**src/rtl/frag_depth_writer_if.sv**
```systemverilog
// Fragment stream handshake between the z queue (master) and the depth
// writer (slave). One 256-bit record moves when frag_valid and frag_ready
// are both high on a rising clock edge.
interface frag_depth_writer_if;
    logic         frag_valid;
    logic         frag_ready;
    logic [255:0] frag_data;

    modport master (output frag_valid, output frag_data, input frag_ready);
    modport slave  (input frag_valid, input frag_data, output frag_ready);
endinterface

```
**src/rtl/frag_depth_writer.sv**
```systemverilog
// Fragment depth-test and write-back stage.
// Pops fragments from the z queue, tests them against the z-buffer and, on a
// pass, writes depth and colour to the same column-major address
// (x*HEIGHT + y). After reset, or on clear_req while idle, the whole z-buffer
// is swept to far depth (16'hFFFF) before any fragment is accepted.
//
// Build option: define FRAG_DEPTH_WRITER_FBCLEAR_EN to have the clear sweep
// also write black into the framebuffer.
//
// state  | meaning
// -------+--------------------------------------------------------------
// CLEAR  | sweeping idx over every pixel; one last cycle lets the final
//        | write drain while clearing is still high
// IDLE   | ready for a fragment or a clear request
// LOOKUP | z-buffer read address is on the port
// DECIDE | read data valid; bounds + depth test, issue writes on pass
module frag_depth_writer #(
    parameter int WIDTH  = 640,
    parameter int HEIGHT = 480,
    parameter int ADDR_W = 20
) (
    input  logic                 clk,
    input  logic                 rst_n,
    frag_depth_writer_if.slave   frag,
    input  logic                 clear_req,
    output logic [ADDR_W-1:0]    zmem_raddr,
    input  logic [15:0]          zmem_rdata,
    output logic                 zmem_we,
    output logic [ADDR_W-1:0]    zmem_waddr,
    output logic [15:0]          zmem_wdata,
    output logic                 fb_we,
    output logic [ADDR_W-1:0]    fb_waddr,
    output logic [23:0]          fb_wdata,
    output logic                 clearing,
    output logic [15:0]          pass_count
);

    localparam logic [1:0] S_CLEAR  = 2'd0;
    localparam logic [1:0] S_IDLE   = 2'd1;
    localparam logic [1:0] S_LOOKUP = 2'd2;
    localparam logic [1:0] S_DECIDE = 2'd3;

    // idx is one bit wider than an address so it can hold the pixel count
    // itself, which marks the drain cycle after the last clear write.
    localparam logic [ADDR_W:0] NPIX = (ADDR_W+1)'(WIDTH * HEIGHT);

    logic [1:0]        state;
    logic [ADDR_W:0]   idx;
    logic [15:0]       lat_x;
    logic [15:0]       lat_y;
    logic [15:0]       lat_z;
    logic [23:0]       lat_rgb;
    logic [ADDR_W-1:0] in_addr;
    logic              in_x;
    logic              in_y;
    logic              pass;
    logic              unused_bits;

    assign frag.frag_ready = (state == S_IDLE);

    // Only x, y, z and the top byte of each colour channel are meaningful.
    assign unused_bits = ^{frag.frag_data[207:56], frag.frag_data[47:40],
                           frag.frag_data[31:24], frag.frag_data[15:0]};

    // Incoming address and the depth-test verdict for the held fragment.
    always_comb begin
        in_addr = ADDR_W'(frag.frag_data[255:240]) * ADDR_W'(HEIGHT)
                + ADDR_W'(frag.frag_data[239:224]);
        // Sign bit clear first, then an unsigned compare is exact.
        in_x = ~lat_x[15] && (lat_x < 16'(WIDTH));
        in_y = ~lat_y[15] && (lat_y < 16'(HEIGHT));
        pass = in_x && in_y && ~lat_z[15] && (lat_z < zmem_rdata);
    end

    // Sequencer, registered write ports and the pass counter.
    always_ff @(posedge clk or negedge rst_n) begin
        if (!rst_n) begin
            state      <= S_CLEAR;
            idx        <= '0;
            clearing   <= 1'b1;
            lat_x      <= '0;
            lat_y      <= '0;
            lat_z      <= '0;
            lat_rgb    <= '0;
            zmem_raddr <= '0;
            zmem_we    <= 1'b0;
            zmem_waddr <= '0;
            zmem_wdata <= '0;
            fb_we      <= 1'b0;
            fb_waddr   <= '0;
            fb_wdata   <= '0;
            pass_count <= '0;
        end else begin
            zmem_we <= 1'b0;
            fb_we   <= 1'b0;
            case (state)
                S_CLEAR: begin
                    if (idx == NPIX) begin
                        state    <= S_IDLE;
                        clearing <= 1'b0;
                    end else begin
                        zmem_we    <= 1'b1;
                        zmem_waddr <= idx[ADDR_W-1:0];
                        zmem_wdata <= 16'hFFFF;
`ifdef FRAG_DEPTH_WRITER_FBCLEAR_EN
                        fb_we      <= 1'b1;
                        fb_waddr   <= idx[ADDR_W-1:0];
                        fb_wdata   <= 24'h000000;
`endif
                        idx        <= idx + (ADDR_W+1)'(1);
                    end
                end
                S_IDLE: begin
                    if (clear_req) begin
                        state    <= S_CLEAR;
                        idx      <= '0;
                        clearing <= 1'b1;
                    end else if (frag.frag_valid) begin
                        lat_x      <= frag.frag_data[255:240];
                        lat_y      <= frag.frag_data[239:224];
                        lat_z      <= frag.frag_data[223:208];
                        lat_rgb    <= {frag.frag_data[55:48], frag.frag_data[39:32],
                                       frag.frag_data[23:16]};
                        // Registered here so the address sits on the port
                        // throughout LOOKUP and data returns for DECIDE.
                        zmem_raddr <= in_addr;
                        state      <= S_LOOKUP;
                    end
                end
                S_LOOKUP: begin
                    state <= S_DECIDE;
                end
                S_DECIDE: begin
                    if (pass) begin
                        zmem_we    <= 1'b1;
                        zmem_waddr <= zmem_raddr;
                        zmem_wdata <= lat_z;
                        fb_we      <= 1'b1;
                        fb_waddr   <= zmem_raddr;
                        fb_wdata   <= lat_rgb;
                        pass_count <= pass_count + 16'd1;
                    end
                    state <= S_IDLE;
                end
                default: begin
                    state <= S_CLEAR;
                end
            endcase
        end
    end

endmodule

```
**src/flat_wrapper.sv**
```systemverilog
// flat-port wrapper written by rule: the top's interface ports become plain ports
module frag_depth_writer_flat 
#(
    parameter int WIDTH  = 640,
    parameter int HEIGHT = 480,
    parameter int ADDR_W = 20
)
  (clk, rst_n, clear_req, zmem_raddr, zmem_rdata, zmem_we, zmem_waddr, zmem_wdata, fb_we, fb_waddr, fb_wdata, clearing, pass_count, frag_frag_valid, frag_frag_data, frag_frag_ready);
  frag_depth_writer_if frag_i ();
  input  logic clk;
  input  logic rst_n;
  input  logic clear_req;
  output logic [ADDR_W-1:0] zmem_raddr;
  input  logic [15:0] zmem_rdata;
  output logic zmem_we;
  output logic [ADDR_W-1:0] zmem_waddr;
  output logic [15:0] zmem_wdata;
  output logic fb_we;
  output logic [ADDR_W-1:0] fb_waddr;
  output logic [23:0] fb_wdata;
  output logic clearing;
  output logic [15:0] pass_count;
  input wire logic [$bits(frag_i.frag_valid)-1:0] frag_frag_valid;
  input wire logic [$bits(frag_i.frag_data)-1:0] frag_frag_data;
  output wire logic [$bits(frag_i.frag_ready)-1:0] frag_frag_ready;
  assign frag_i.frag_valid = frag_frag_valid;
  assign frag_i.frag_data = frag_frag_data;
  assign frag_frag_ready = frag_i.frag_ready;
  frag_depth_writer #(.WIDTH(WIDTH), .HEIGHT(HEIGHT), .ADDR_W(ADDR_W)) u_core (.clk(clk), .rst_n(rst_n), .frag(frag_i), .clear_req(clear_req), .zmem_raddr(zmem_raddr), .zmem_rdata(zmem_rdata), .zmem_we(zmem_we), .zmem_waddr(zmem_waddr), .zmem_wdata(zmem_wdata), .fb_we(fb_we), .fb_waddr(fb_waddr), .fb_wdata(fb_wdata), .clearing(clearing), .pass_count(pass_count));
endmodule
```
**config.mk**
```make
export PLATFORM = sky130hd
export DESIGN_NAME = frag_depth_writer_flat
export DESIGN_NICKNAME = d
export VERILOG_FILES = /design/src/rtl/frag_depth_writer_if.sv /design/src/rtl/frag_depth_writer.sv /design/src/flat_wrapper.sv
export SDC_FILE = /design/constraint.sdc
export NUM_CORES = 1
export LEC_CHECK = 0
export ABC_CLOCK_PERIOD_IN_PS = 2350
export BUFFER_PORTS_ARGS = -buffer_cell sky130_fd_sc_hd__clkbuf_2
export CAP_MARGIN = 40
export CELL_PAD_IN_SITES_DETAIL_PLACEMENT = 1
export CELL_PAD_IN_SITES_GLOBAL_PLACEMENT = 1
export CORE_MARGIN = 1
export CORE_UTILIZATION = 34
export DETAILED_ROUTE_END_ITERATION = 8
export PLACE_DENSITY_LB_ADDON = 0.1
export SLEW_MARGIN = 25
export SYNTH_ARGS = -nofsm -noshare
export SYNTH_HDL_FRONTEND = slang
export SYNTH_SLANG_ARGS = --single-unit
```
**constraint.sdc**
```tcl
create_clock -name clk -period 2.35 [get_ports clk]
set_input_delay 0.3525 -clock clk [delete_from_list [all_inputs] [get_ports clk]]
set_output_delay 0.3525 -clock clk [all_outputs]
set_load 0.01 [all_outputs]
```
## Word-level counts from Yosys, hierarchy flattened

Cells that the tools add are included.

| operators by class | value |
|---|---|
| equality and inequality tests | 9 |
| multipliers | 1 |
| reduce and logical (&&, ||, !) cells | 14 |
| bitwise gates (word level) | 4 |
| magnitude comparators | 3 |
| multiplexer cells | 20 |
| add/sub/neg operators | 3 |

Operators by type and width:

| kind | count |
|---|---|
| 21-bit two-way mux | 2 |
| 21-bit one-hot mux with 2 select lines | 1 |
| 20-bit two-way mux | 2 |
| 20-bit one-hot mux with 2 select lines | 1 |
| 16-bit two-way mux | 2 |
| 16-bit one-hot mux with 2 select lines | 1 |
| 21-bit by 1-bit adder with 21-bit output (second input constant) | 1 |
| 21-bit by 19-bit equality test with 1-bit output (second input constant) | 1 |
| 20-bit by 16-bit adder with 20-bit output | 1 |
| 16-bit by 1-bit adder with 16-bit output (second input constant) | 1 |
| 16-bit by 10-bit < comparator with 1-bit output (second input constant) | 1 |
| 16-bit < comparator | 1 |
| 16-bit by 9-bit < comparator with 1-bit output (second input constant) | 1 |
| 16-bit by 4-bit multiplier with 15-bit output (second input constant) | 1 |
| 3-bit AND reduction | 4 |
| 2-bit one-hot mux with 4 select lines | 1 |
| 2-bit two-way mux | 3 |
| 1-bit logical AND | 5 |
| 1-bit two-way mux | 5 |
| 2-bit equality test (second input constant) | 2 |
| 2-bit by 1-bit inequality test with 1-bit output (second input constant) | 2 |
| 2-bit inequality test (second input constant) | 2 |
| 1-bit NOT | 4 |
| 1-bit one-hot mux with 2 select lines | 2 |
| 5 further kinds | 7 |

| storage, ports and cells | value |
|---|---|
| bits in registers | 214 |
| bits of input ports | 276 |
| word-level logic and storage cells | 69 |

## Logic depth before layout (Yosys ltp)

| logic depth | value |
|---|---|
| depth in word-level cells | 7 |
| gate-level depth with buffers | 17 |

## Worst setup path after synthesis

OpenSTA, ideal clock, no wires.

| timing path | value |
|---|---|
| path type | input to register |
| start point | in frag_frag_data[243] |
| end point | reg u_core.zmem_raddr[18] |
| path buffers | 0 |
| data required time | 2.215 ns |
| slack | -1.676 ns |
| arrival time | 3.891 ns |
| stages | 17 |
| library setup time | 0.135 ns |
| cell sequence | inv_1 fa_1 fa_1 inv_1 ha_1 nand2_1 o21ai_0 a21oi_1 xnor2_1 ha_1 a21o_1 a21o_1 a2111oi_0 nor3_1 nand3_1 xnor2_1 o21ai_0 |

| on the way | value |
|---|---|
| cells in the longest elaborated chain, start to end | 2 |

Ends and longest elaborated chain:

| element | line | RTL |
|---|---|---|
| from (decl) | flat_wrapper.sv:24 | `input wire logic [$bits(frag_i.frag_data)-1:0] frag_frag_data;` |
| 16-bit by 4-bit multiplier with 15-bit output | frag_depth_writer.sv:67 | `in_addr = ADDR_W'(frag.frag_data[255:240]) * ADDR_W'(HEIGHT)` |
| 20-bit by 16-bit adder with 20-bit output | frag_depth_writer.sv:68 | `+ ADDR_W'(frag.frag_data[239:224]);` |
| to (signal assigned) | frag_depth_writer.sv:126 | `zmem_raddr <= in_addr;` |
| to (decl) | frag_depth_writer.sv:26 | `output logic [ADDR_W-1:0] zmem_raddr,` |

No other way between the ends.
A chain may end at the register's enable or synchronous reset.

## Final worst setup path

| timing path | value |
|---|---|
| start point | in frag_frag_data[242] |
| end point | reg u_core.zmem_raddr[15] |

The elaborated chain is that of the path after synthesis.

==> metrics.csv <==
metric,value,unit
outcome,finished with violations,
violations in the final reports,"design-rule violations, negative setup slack",
synthesized instance count,995,
Total Die Area,0.0321,mm²
top metal layer carrying routed signals,met4,
Die X-Extent,179,µm
1st-iter DRT viols,369,
R2R Path End,u_core.zmem_waddr[17],
"Clk pin slew, worst setup/hold paths",60,ps
wire length of the first global-routing pass,49300,µm
synth cell count leaders,"201 x sky130_fd_sc_hd__dfrtp_1, 186 x sky130_fd_sc_hd__nand2_1, 81 x sky130_fd_sc_hd__mux2_2",
worst skew pair latency,540,ps
non-filler instance count after layout,1789,
area growth from synthesis to layout,49.6,%
end of the critical path,u_core.zmem_raddr[15],
detailed-routing iteration count for the pre-antenna-repair pass,6,
number of register bits inferred by synthesis,202,
count of final hold-check violations,0,
Clock Skew,36.9,ps
met2 WL,15900,µm
number of cells on the critical path,19,
Via Count,8768,
Peak VDD IR,576,µV
clock tree from TritonCTS,done,
slowest stage cell on the critical path,sky130_fd_sc_hd__fa_1,
vertical die dimension,179,µm
TritonCTS Buffers,26,
post-synthesis instance area,0.0107,mm²
FF-to-FF setup slack,-160,ps
Crit path max-delay family,adder cells,
count of maximum capacitance violations,0,
biggest fanout along the worst timing path,3,
DRC errors left,36,
Lkg Pwr,0.00782,µW
number of antenna repair diodes,0,
worst-case clock buffer depth,3,
"Critical Path, Cell by Cell",buf_8 > fa_1 > inv_1 > fa_1 > inv_2 > fa_2 > buf_4 > buf_6 > a21o_1 > a21oi_2 > xnor2_1 > ha_2 > o21a_1 > o21a_1 > o22ai_2 > buf_6 > o21bai_4 > xnor2_1 > o21ai_1,
type of the worst setup path,primary input to register,
Row Count,64,
power density of the placed cells,1040,mW/mm²
share of post-route cells with drive strength above 1,0.515,
Yosys warning count,0,
Met3 Routed Length,1870,µm
Area contributors post-synth,"sky130_fd_sc_hd__dfrtp_1 47%, sky130_fd_sc_hd__mux2_2 8.6%, sky130_fd_sc_hd__nand2_1 6.5%",
Detailed Route WL,33600,µm
"Setup violations, final",65,
Final GP Congestion,0.801,
dpl cells,1701,
Critical Path Source,frag_frag_data[242],
ratio of final minimum period to clock period,1.48,
shortest period the worst path allows,3480,ps
number of global-route vias before repair,8927,
flip-flop cell with the highest count after synthesis,sky130_fd_sc_hd__dfrtp_1,
distinct cell type count after synthesis,56,
RSZ-0062 raised after global routing,yes,
"Seq/Total Area, Yosys",0.474,
worst setup margin,-1130,ps
FF-to-FF path depth,9,
pin count of the biggest net entering global routing,65,
routed metal-1 wirelength,15400,µm
total core area,0.0307,mm²
Initial Utilization,0.347,
HPWL reported at the end of detailed placement,22800,µm
Min-Delay Path Class,primary input to register,
routed length per instance,18.8,µm
overall overflow remaining after global route,0,
Clock Tree Root,sky130_fd_sc_hd__clkbuf_16,
number of nets with antenna violations after detailed routing,0,
ports placed on the boundary,396,
Post-Syn Nets,1343,
sum of negative setup slack,-13220,ps
filler cell count in the final layout,3348,
total global-route track usage,0.197,
slew at the pin with the worst max-slew slack,630,ps
Tot Pwr,16600,µW
post-synth top area cell,sky130_fd_sc_hd__dfrtp_1,
# clock sinks,202,
dominant cell by count in the synthesized netlist,sky130_fd_sc_hd__dfrtp_1,
number of input and output port buffers inserted,211,
initial antenna violation count,0,
reg2reg start,u_core.lat_z[4],
post-synth top area share,0.472,
Worst setup SP type,primary input,
Fmax,0.288,GHz
mean number of vias per cell,4.90,
Util after Layout,0.519,
data arrival time of the worst path,3870,ps
Slew HR,0.579,
number of H-tree branching levels,1,
syn_area_per_cell,10.7,µm²
required time at the endpoint of the critical path,2740,ps
endpoint class of the critical path,register,
number of enable flip-flop cells after synthesis,0,
count of nets after finishing,1722,
count of buffering cells on the critical path with inverters included,6,
"Slew Viols, Final",0,
"FFs w/ async S/R, synth",1.00,
maximum single-stage delay on the critical path,540,ps
where the power goes:
| group | total (µW) | switching, µW | internal [µW] |
|---|---|---|---|
| Sequential | 5130 | 770 | 4370 |
| Clock | 4010 | 1570 | 2440 |
| Combinational | 7440 | 3450 | 3990 |
placed cells by master, fill, tap and decap left out, types with 24 or more instances in the layout:
cell and n:
sky130_fd_sc_hd__buf_4 122, sky130_fd_sc_hd__buf_6 24, sky130_fd_sc_hd__clkbuf_16 34, sky130_fd_sc_hd__clkbuf_2 209
sky130_fd_sc_hd__dfrtp_1 201, sky130_fd_sc_hd__ha_1 32, sky130_fd_sc_hd__inv_1 57, sky130_fd_sc_hd__mux2_2 81
sky130_fd_sc_hd__nand2_1 116, sky130_fd_sc_hd__nand2_2 50, sky130_fd_sc_hd__nor2_1 29, sky130_fd_sc_hd__xor2_1 29
worst register-to-register path, stage by stage (launching register included):
cell and delay, ps:
sky130_fd_sc_hd__dfrtp_1 400, sky130_fd_sc_hd__ha_1 280, sky130_fd_sc_hd__and3_4 150, sky130_fd_sc_hd__a221o_1 330, sky130_fd_sc_hd__a31oi_4 230, sky130_fd_sc_hd__o211a_4 240, sky130_fd_sc_hd__o21a_4 190, sky130_fd_sc_hd__buf_12 130
sky130_fd_sc_hd__buf_12 120, sky130_fd_sc_hd__mux2_4 300
registers in the layout (all words and copies together), names as in the netlist:
register	count
u_core.clearing	1
u_core.fb_waddr	20
u_core.fb_wdata	24
u_core.fb_we	1
u_core.idx	21
u_core.lat_rgb	24
u_core.lat_x	9
u_core.lat_y	16
u_core.lat_z	16
u_core.pass_count	16
u_core.state	2
u_core.zmem_raddr	15
u_core.zmem_waddr	20
u_core.zmem_wdata	16
u_core.zmem_we	1
final cells by class:
| class | instances | area, µm² | area share |
|---|---|---|---|
| inverter | 64 | 258 | 0.0162 |
| multi-input combinational | 689 | 6290 | 0.395 |
| clock inverter | 10 | 115 | 0.00722 |
| timing repair buffer | 391 | 2970 | 0.187 |
| tap | 396 | 495 | 0.0311 |
| clock buffer | 37 | 752 | 0.0472 |
| sequential | 202 | 5060 | 0.317 |
stage by stage:
step / hold slack [ps] / setup slack, ps / cell area, µm²
after detailed placement: 401 / -1760 / 13400
after floorplan: 56.9 / -1450 / 10800
after CTS: 16.6 / -1110 / 14800
final: 42.7 / -1130 / 15900
after global routing: 21.4 / -1270 / 15900
after global placement: 406 / -1680 / 13400
routing by layer:
metal	vias to the layer above	GRT usage
met5	-	0
met4	0	0.0388
met2	200	0.315
li1	4170	-
met1	4364	0.275
met3	34	0.0401
cell families after synthesis:
family / synth area share
compound gates: 0.0899
xor+xnor: 0.0460
fa+ha+maj: 0.101
buf+inv: 0.0426
flops: 0.474
mux: 0.115
simple gates: 0.131
worst min-delay path by stage:
| stage | startpoint | endpoint | slack, ps | cells after the start |
|---|---|---|---|---|
| after floorplan | rst_n | u_core.fb_waddr[0] | 60 | 0 |
| after global placement | rst_n | u_core.lat_rgb[14] | 410 | 1 |
| after detailed placement | rst_n | u_core.pass_count[12] | 400 | 1 |
| after CTS | frag_frag_data[35] | u_core.lat_rgb[11] | 20 | 2 |
| after global routing | frag_frag_data[219] | u_core.lat_z[11] | 20 | 2 |
| final | frag_frag_data[35] | u_core.lat_rgb[11] | 40 | 2 |
timing repair:
action                     in CTS  in global routing
setup endpoints to repair      85                120
hold buffers                    1                  0
pin swaps                      54                106
buffers inserted               12                 17
gates resized for setup        73                182
cloned                          5                 10
hold endpoints to repair       59                  0
Note: power is estimated with default switching activity, not from simulation.
